File: config.mk
export PLATFORM = sky130hd
export DESIGN_NAME = cpu_mem_initiator
export DESIGN_NICKNAME = d
export VERILOG_FILES = /design/src/rtl/pkg_cpu.sv /design/src/rtl/cpu_mem_initiator.sv
export SDC_FILE = /design/constraint.sdc
export NUM_CORES = 1
export LEC_CHECK = 0
export CELL_PAD_IN_SITES_DETAIL_PLACEMENT = 0
export CELL_PAD_IN_SITES_GLOBAL_PLACEMENT = 2
export CORE_MARGIN = 3
export CORE_UTILIZATION = 25
export CTS_BUF_LIST = sky130_fd_sc_hd__clkbuf_8
export CTS_CLUSTER_DIAMETER = 30
export DETAILED_ROUTE_END_ITERATION = 10
export PLACE_DENSITY = 0.78
export RECOVER_POWER = 100
export SETUP_SLACK_MARGIN = 0.2
export SLEW_MARGIN = 10
export SYNTH_ARGS = -nofsm -noshare
export SYNTH_HDL_FRONTEND = slang
export SYNTH_SLANG_ARGS = --single-unit
File: constraint.sdc
create_clock -name clk -period 2.4 [get_ports clk]
set_clock_uncertainty 0.1 [all_clocks]
set_input_delay 0.48 -clock clk [delete_from_list [all_inputs] [get_ports clk]]
set_output_delay 0.48 -clock clk [all_outputs]
set_load 0.05 [all_outputs]
File: src/rtl/pkg_cpu.sv
// -----------------------------------------------------------------------------
// pkg_cpu
// Shared CPU-side definitions: memory access size encodings, the state type of
// the CPU memory initiator and its default access timeout.
// No ports (package).
// -----------------------------------------------------------------------------
package pkg_cpu;

  // Access size encodings as seen on cpu_req_sz / data_acc_sz
  localparam logic cpu_data_acc_sz_8  = 1'b0;
  localparam logic cpu_data_acc_sz_16 = 1'b1;

  // Default number of WAIT cycles before an access is abandoned
  localparam int cpu_mem_timeout_default = 15;

  typedef enum logic [1:0] {IDLE, ARM, WAIT, RECOVER} cpu_mem_init_state;

  // Select the load result by access size; 8-bit loads are zero-extended
  function automatic logic [15:0] cpu_load_extend(input logic       sz,
                                                  input logic [7:0]  d8,
                                                  input logic [15:0] d16);
    return (sz == cpu_data_acc_sz_8) ? {8'h00, d8} : d16;
  endfunction

endpackage

File: src/rtl/cpu_mem_initiator.sv
// -----------------------------------------------------------------------------
// cpu_mem_initiator
// CPU-side master for the req_rdwr / data_ready memory handshake. Takes one
// load/store at a time from the core, drives it onto the memory port, waits
// for data_ready (or a timeout) and answers with a one-cycle response pulse.
//
// Ports
//   clk, reset                 clock (rising edge), async active-high reset
//   cpu_req_*                  core request: valid/ready, addr, write, sz, wdata
//   cpu_rsp_*                  core response: valid pulse, rdata, err (timeout)
//   busy                       high whenever the initiator is not idle
//   req_rdwr, addr_out,
//   write_data_out_8/16,
//   data_acc_sz,
//   write_data_we_8/16         memory-side request outputs
//   read_data_in_8/16,
//   data_ready                 memory-side read data and completion
// All outputs are registered.
// -----------------------------------------------------------------------------
module cpu_mem_initiator
  import pkg_cpu::*;
#(
  parameter int TIMEOUT_CYCLES = cpu_mem_timeout_default
) (
  input  logic        clk,
  input  logic        reset,
  input  logic        cpu_req_valid,
  output logic        cpu_req_ready,
  input  logic [15:0] cpu_req_addr,
  input  logic        cpu_req_write,
  input  logic        cpu_req_sz,
  input  logic [15:0] cpu_req_wdata,
  output logic        cpu_rsp_valid,
  output logic [15:0] cpu_rsp_rdata,
  output logic        cpu_rsp_err,
  output logic        busy,
  output logic        req_rdwr,
  output logic [15:0] addr_out,
  output logic [7:0]  write_data_out_8,
  output logic [15:0] write_data_out_16,
  output logic        data_acc_sz,
  output logic        write_data_we_8,
  output logic        write_data_we_16,
  input  logic [7:0]  read_data_in_8,
  input  logic [15:0] read_data_in_16,
  input  logic        data_ready
);

  localparam logic [7:0] TIMEOUT_LIMIT = 8'(TIMEOUT_CYCLES);

  cpu_mem_init_state state_q;

  logic        ready_q;
  logic        rsp_valid_q;
  logic        rsp_err_q;
  logic [15:0] rdata_q;
  logic        busy_q;
  logic        req_rdwr_q;
  logic [15:0] addr_q;
  logic [7:0]  wd8_q;
  logic [15:0] wd16_q;
  logic        sz_q;
  logic        we8_q;
  logic        we16_q;
  logic [7:0]  cnt_q;
  logic [7:0]  cnt_d;
  logic        timeout_hit;

  // Saturating wait counter; the limit is checked against the value this
  // WAIT edge would store, so TIMEOUT_CYCLES=1 fails on the first WAIT edge.
  assign cnt_d       = (cnt_q == 8'hFF) ? cnt_q : cnt_q + 8'd1;
  assign timeout_hit = (cnt_d >= TIMEOUT_LIMIT);

  always_ff @(posedge clk or posedge reset) begin
    if (reset) begin
      state_q     <= IDLE;
      ready_q     <= 1'b0;
      rsp_valid_q <= 1'b0;
      rsp_err_q   <= 1'b0;
      rdata_q     <= 16'h0000;
      busy_q      <= 1'b0;
      req_rdwr_q  <= 1'b0;
      addr_q      <= 16'h0000;
      wd8_q       <= 8'h00;
      wd16_q      <= 16'h0000;
      sz_q        <= 1'b0;
      we8_q       <= 1'b0;
      we16_q      <= 1'b0;
      cnt_q       <= 8'h00;
    end else begin
      rsp_valid_q <= 1'b0;
      case (state_q)
        IDLE: begin
          // ready comes up one edge after reset release; a request is only
          // taken on an edge where the core could already see ready high
          if (ready_q && cpu_req_valid) begin
            addr_q     <= cpu_req_addr;
            sz_q       <= cpu_req_sz;
            wd8_q      <= cpu_req_wdata[7:0];
            wd16_q     <= cpu_req_wdata;
            we8_q      <= cpu_req_write && (cpu_req_sz == cpu_data_acc_sz_8);
            we16_q     <= cpu_req_write && (cpu_req_sz == cpu_data_acc_sz_16);
            req_rdwr_q <= 1'b1;
            busy_q     <= 1'b1;
            ready_q    <= 1'b0;
            state_q    <= ARM;
          end else begin
            ready_q <= 1'b1;
          end
        end
        ARM: begin
          // data_ready may still be high from the previous access; skip it
          cnt_q   <= 8'h00;
          state_q <= WAIT;
        end
        WAIT: begin
          if (data_ready) begin
            rdata_q     <= (we8_q || we16_q) ? 16'h0000
                         : cpu_load_extend(sz_q, read_data_in_8, read_data_in_16);
            rsp_valid_q <= 1'b1;
            rsp_err_q   <= 1'b0;
            req_rdwr_q  <= 1'b0;
            state_q     <= RECOVER;
          end else begin
            cnt_q <= cnt_d;
            if (timeout_hit) begin
              rdata_q     <= 16'h0000;
              rsp_valid_q <= 1'b1;
              rsp_err_q   <= 1'b1;
              req_rdwr_q  <= 1'b0;
              state_q     <= RECOVER;
            end
          end
        end
        RECOVER: begin
          // address/data/size were left untouched so a trailing memory access
          // repeats the same operation; only the enables are dropped now
          we8_q   <= 1'b0;
          we16_q  <= 1'b0;
          busy_q  <= 1'b0;
          ready_q <= 1'b1;
          state_q <= IDLE;
        end
        default: state_q <= IDLE;
      endcase
    end
  end

  assign cpu_req_ready     = ready_q;
  assign cpu_rsp_valid     = rsp_valid_q;
  assign cpu_rsp_rdata     = rdata_q;
  assign cpu_rsp_err       = rsp_err_q;
  assign busy              = busy_q;
  assign req_rdwr          = req_rdwr_q;
  assign addr_out          = addr_q;
  assign write_data_out_8  = wd8_q;
  assign write_data_out_16 = wd16_q;
  assign data_acc_sz       = sz_q;
  assign write_data_we_8   = we8_q;
  assign write_data_we_16  = we16_q;

endmodule

==> Yosys cells after proc, flatten, opt, wreduce, memory -nomap -nowiden <==
Index checks and enable logic that the tools add are counted.
{ "word_totals": {"register_bits": 74, "input_bits": 62, "word_cells": 66, "out_inout_bits": 64} }
{ "op_classes": {"bitwise": 1, "reduce_logical": 15, "mux": 27, "n_addsub": 1, "n_lt_le_gt_ge": 1, "n_eq_ne": 7} }
{ "op_table": {"columns": ["operator", "count"], "rows": [
  ["$mux 16", 4],
  ["$mux 8", 2],
  ["$pmux 8 s2", 1],
  ["$mux 1", 11],
  ["$pmux 1 s2", 5],
  ["$reduce_and 2->1", 5],
  ["$add 8x1->8 const B", 1],
  ["$eq 8x8->1 const B", 1],
  ["$ge 8x4->1 const B", 1],
  ["$pmux 2 s4", 1],
  ["$reduce_bool 2->1", 4],
  ["$mux 2", 3],
  ["$eq 2x2->1 const B", 2],
  ["$ne 2x2->1 const B", 2],
  ["$logic_and 1x1->1", 3],
  ["$ne 3x3->1 const B", 1],
  ["$reduce_and 3->1", 1],
  ["$eq 2x1->1 const B", 1],
  ["$logic_not 2->1", 1],
  ["$logic_or 1x1->1", 1],
  ["$not 1->1", 1]
]} }

==> Logic depth before layout (Yosys ltp) <==
{ "logic_depth": {"depth_word": 6, "depth_mapped": 8, "depth_no_buf": 7} }

==> Worst setup path after synthesis <==
Ideal clock, no wire load.
{ "synth_timing": {"path_type": "reg-to-reg", "start": "reg cnt_q[0]", "end": "reg rsp_err_q, in the netlist cpu_rsp_err", "setup_slack_ps": -42, "arrival_ps": 2217, "n_path_buf": 1, "required_ps": 2175, "setup_ps": 125, "stages_incl_launch_ff": 8, "period_less_slack_ps": 2442, "path_cell_list": "dfrtp_1 -> ha_1 -> and3b_1 -> a311oi_1 -> o21ai_2 -> o31ai_4 -> buf_6 -> mux2_4"} }
{ "synth_between": {"elab_chain_len": 5, "elab_cells_between_ends": 6, "classes_between": "add/sub (1); order compare (1); eq/ne (1); mux (1); reduce/logical (2)"} }
{ "synth_rtl": {"columns": ["item", "line", "text"], "rows": [
  ["from (decl)", "cpu_mem_initiator.sv:65", "logic [7:0] cnt_q;"],
  ["from (signal assigned)", "cpu_mem_initiator.sv:125", "cnt_q <= cnt_d;"],
  ["$add 8x1->8 / $eq 8x8->1 (equally long branches)", "cpu_mem_initiator.sv:71", "assign cnt_d = (cnt_q == 8'hFF) ? cnt_q : cnt_q + 8'd1;"],
  ["$mux 8 (*)", "cpu_mem_initiator.sv:71", null],
  ["$ge 8x4->1 (*)", "cpu_mem_initiator.sv:72", "assign timeout_hit = (cnt_d >= TIMEOUT_LIMIT);"],
  ["$reduce_bool 2->1 (no source line) (*)", null, null],
  ["$reduce_and 2->1 (no source line) (*)", null, null],
  ["to (signal assigned)", "cpu_mem_initiator.sv:79", "rsp_err_q <= 1'b0;"],
  ["to (signal assigned)", "cpu_mem_initiator.sv:121", "rsp_err_q <= 1'b0;"],
  ["to (signal assigned)", "cpu_mem_initiator.sv:129", "rsp_err_q <= 1'b1;"],
  ["to (decl)", "cpu_mem_initiator.sv:55", "logic rsp_err_q;"]
]} }
Every way passes the cells marked *; elsewhere a longest branch is shown, timed or not.
A chain may end at the register's enable or synchronous reset.

==> Worst setup path after layout <==
{ "layout_timing": {"start": "reg cnt_q[1]", "end": "reg state_q[1]"} }
{ "layout_between": {"elab_chain_len": 5, "elab_cells_between_ends": 6, "classes_between": "add/sub (1); order compare (1); eq/ne (2); mux (1); reduce/logical (1)"} }
{ "layout_rtl": {"columns": ["item", "line", "text"], "rows": [
  ["$add 8x1->8 / $eq 8x8->1 (equally long branches)", "cpu_mem_initiator.sv:71", null],
  ["$mux 8 (*)", "cpu_mem_initiator.sv:71", null],
  ["$ge 8x4->1 (*)", "cpu_mem_initiator.sv:72", null],
  ["$ne 3x3->1 (no source line) (*)", null, null],
  ["$reduce_and 2->1 (no source line) (*)", null, null],
  ["to (signal assigned)", "cpu_mem_initiator.sv:76", "state_q <= IDLE;"],
  ["to (signal assigned)", "cpu_mem_initiator.sv:106", "state_q <= ARM;"],
  ["to (signal assigned)", "cpu_mem_initiator.sv:114", "state_q <= WAIT;"],
  ["to (decl)", "cpu_mem_initiator.sv:51", "cpu_mem_init_state state_q;"]
]} }
Marks and branches as above.

==> impl.org <==
** Hold path
- The path with the worst hold slack has its endpoint at req_rdwr.
- In this run the most critical hold path is launched from req_rdwr.
- Class of the tightest hold or removal check :: reg -> reg
- Cell depth of the worst hold path :: 1

** Logic synthesis
- During synthesis, Yosys emitted a total of 0 warnings.
- After synthesis the cells add up to 3080 um^2.
- Synthesized area per cell :: 12.1 um^2
- The synthesized design contains 0 enable-type register cells.
- Top FF cell, synth :: dfrtp_1
- Count of mapped cells out of synthesis :: 255
- The number of nets in the synthesized netlist is 322.
- Async S/R FF share, synth :: 100%
- Register area share after synthesis :: 53.5%
- Number of distinct library cell variants in the gate-level netlist after synthesis :: 42
- Number of register bits inferred by synthesis :: 66

** Setup path
- At the worst endpoint, the required time is ~2.5 ns.
- Setup slack, reg-to-reg :: 0.17 ns
- Endpoint of the worst-slack reg-to-reg timing path :: state_q[1]
- STA classifies the critical path endpoint as a flop.
- STA puts the critical path data arrival time at between 2 and 2.5 ns.
- STA classifies the critical path startpoint as a flop.
- R2R cell count :: 6
- Of all nets on the critical path, the largest fanout is 4.
- Startpoint of the lowest-slack register-to-register path :: cnt_q[1]
- Critical path class :: reg -> reg

** Finish
- Of the cells placed in the final design, the portion with a size suffix greater than 1 is 21.9%.
- The filler cells instantiated in the layout total 1137.
- Area growth from synthesis to layout :: 53.3%
- Leaving out filler cells and counting taps, the final layout contains approximately 540.
- The final layout contains 455 nets.
- Post-layout instance area :: 4730 um^2
- The number of antenna diodes in the final layout is 0.

** Timing
- Unrepaired setup endpoints after global routing :: true
- Final worst path period share :: around 93%
- Minimum clock period :: 2.23 ns
- The final-report hold violation count is 0.
- After layout, the worst setup slack is 0.173 ns.
- Final Hold Slack :: 0.393 ns
- The worst pin sits at a relative slew slack of -3.27%.
- Setup violation total in the final timing report :: 0
- Final count of pins violating max slew :: 29
- Static timing analysis puts the maximum clock frequency at 449 MHz.
- At the pin with the least slew margin, the transition time is 1.55 ns.

** Place
- Placed Instance Area :: 4520 um^2
- Number of placed instances with taps included :: 517
- Count of input and output buffers :: 125
- DP Wirelength :: 5.83 mm
- Routability-driven placement finished with a final weighted congestion of approximately 0.76.
- At the placement stage, the worst setup path has a slack of -0.0437 ns.

** Clocking
- In this run the clock root is driven by a clkbuf_8.
- No sink is reached through more buffers than the 2 on the longest clock path.
- CTS tree :: yes
- Clock latency on the worst-skew pair, taken at its later pin, is ~0.35 ns.
- Number of buffers added by the clock tree synthesis step :: 9
- Reg clk slew, reported paths :: 0.08 ns
- Depth of the CTS H-tree :: 3
- Total clock sinks :: 66

** Global route
- GRT Residual Overflow :: 0
- Routing usage on met3 :: 6.53%
- Total track usage :: 12.2%
- The number of antenna violations at the first check in global routing is 0.
- Via count of the first global-routing pass :: 2572
- Entering global routing, the biggest net connects 39 pins.
- Most heavily used metal layer in global routing :: met2
- Met2 track utilization from global routing :: 19.5%
- Global routing used 14.7% of the available met1 tracks.
- Wire length of the first global-routing pass :: 13.0 mm

** Outcome
- The final reports fail on max-capacitance violations, max-slew violations.
- The run finished, with violations left.

** Pwr
- Lkg Pwr :: 2.11 nW
- Max rail drop VDD :: 686 uV
- Power per cell area :: 1460 nW/um^2

** Floorplanning
- I/O Pins :: roughly 130
- Die width :: 117 um
- The floorplan step set the die height to 117 um.
- Once the floorplan was initialized, standard cells occupied 26.3% of the core.
- Row cnt :: 39
- Core Area :: 11700 um^2
- The die covers 13700 um^2.

** Detailed routing
- In this run the remaining antenna-violating nets after routing total 0.
- Number of DRC markers after the initial detailed-route iteration :: just under 100
- The first TritonRoute pass finished after 4 iterations.
- WL per Instance :: approximately 15 um
- Number of remaining DRC errors :: 0
- The routed design has 7.97 mm of wire.
- Overall via count from detail_route :: ~2400
- Vias/cell :: 4.46

** Run
- The tool flagged a number of max-cap violations equal to 1.
==> repair_timing <==
item | CTS | global route
gates cloned | 0 | 0
setup endpoints to repair | 17 | 20
hold buffers | 0 | 0
gates resized for setup | 4 | 11
buffers inserted | 1 | 2
pin swaps | 0 | 1
==> sequential cells by signal, summed over array words and instances, names as in the netlist <==
signal             cells
write_data_we_16       1
req_rdwr               1
cpu_rsp_valid          1
write_data_we_8        1
write_data_out_16      9
cpu_rsp_err            1
busy                   1
addr_out              16
cnt_q                  8
state_q                2
write_data_out_8       7
cpu_rsp_rdata         16
cpu_req_ready          1
data_acc_sz            1
==> cell usage after synthesis (2+ instances only) <==
cell      number  area, um^2
buf_4          9        67.6
a311oi_1       2        17.5
clkbuf_1       6        22.5
mux2_2        41         462
nor2_1        19        71.3
and3_1         4        25.0
nor3_1         3        15.0
nand2_1       19        71.3
inv_1         15        56.3
ha_1           5        62.6
mux2i_1       21         210
buf_6          2        22.5
dfrtp_1       66        1650
nand3_1        4        20.0
a31oi_1        2        12.5
nand4_1        2        12.5
o21ai_0        4        20.0
a21oi_1        6        30.0
a31o_2         2        17.5
==> worst max-delay path by stage <==
stage | depth (start not counted) | slack (ns) | endpoint | start
after global routing | 8 | 0.06 | cpu_rsp_rdata[10] | cnt_q[0]
after floorplan | 7 | 0.11 | cpu_rsp_err | cnt_q[0]
final | 6 | 0.17 | state_q[1] | cnt_q[1]
after global placement | 5 | 0.02 | state_q[1] | data_ready
after CTS | 7 | 0.15 | cpu_rsp_rdata[3] | cnt_q[0]
after detailed placement | 5 | -0.04 | state_q[1] | data_ready
==> logic make-up (layout without fill, tap and decap cells) <==
| kind of cell | after synthesis | in the layout | share of synthesized area (%) |
|---|---|---|---|
| buffers and inverters | 35 | 173 | 5.88 |
| AND/OR/NAND/NOR | 57 | 57 | 9.01 |
| multiplexers | 64 | 64 | 22.6 |
| AO/OA/AOI/OAI | 26 | 26 | 6.33 |
| XOR/XNOR | 2 | 2 | 0.568 |
| adder cells (fa/ha/maj) | 5 | 5 | 2.03 |
| flip-flops | 66 | 66 | 53.5 |
==> worst max-delay path, cell delays in order (launching register included) <==
cell      delay, ns
dfrtp_2        0.45
ha_4           0.25
and3b_1        0.19
a311oi_2       0.22
o21ai_2        0.15
o41ai_4        0.40
mux2_1         0.35
==> layer usage <==
metal  part of all wire [%]  routed length [um]
met1                     42                3340
met2                     47                3770
met3                     10                 814
met4                   0.55                  44
met5                      0                   0
==> power by group <==
| group | switching [mW] | internal [mW] | total (mW) |
|---|---|---|---|
| clock network | 0.481 | 0.383 | 0.864 |
| registers | 0.311 | 1.61 | 1.92 |
| logic | 2.70 | 1.44 | 4.14 |
| total | 3.49 | 3.43 | 6.92 |
==> cell usage in the layout (no fill, tap or decap), types with 4 or more instances in the layout <==
master and count:
clkbuf_1 5, inv_1 14, mux2i_1 21, clkdlybuf4s50_1 61, dfrtp_1 65, clkbuf_8 9
mux2_2 40, buf_4 9, nand2_1 19, a21oi_1 6, nor2_1 19, clkbuf_2 4
dlygate4sd3_1 60, ha_1 4
==> cell type report <==
cell class,instances,area [um^2],area share (%)
flip-flops and latches,66,1650,34.9
well taps,143,179,3.78
clock buffers,9,124,2.62
repair buffers,141,1350,28.5
inverters,16,63.8,1.35
clock inverters,7,53.8,1.14
multi-input cells,154,1310,27.7
==> through the flow <==
step / utilization [%] / power, mW / setup TNS, ns
after CTS: 40.2 / 7.22 / 0
after detailed placement: 38.6 / 6.29 / -0.0437
final: 40.4 / 6.92 / 0
after floorplan: - / 4.87 / 0
after global routing: 40.4 / 7.34 / 0
after global placement: 38.6 / 6.24 / 0
No activity file was read; power rests on OpenSTA's default activity.
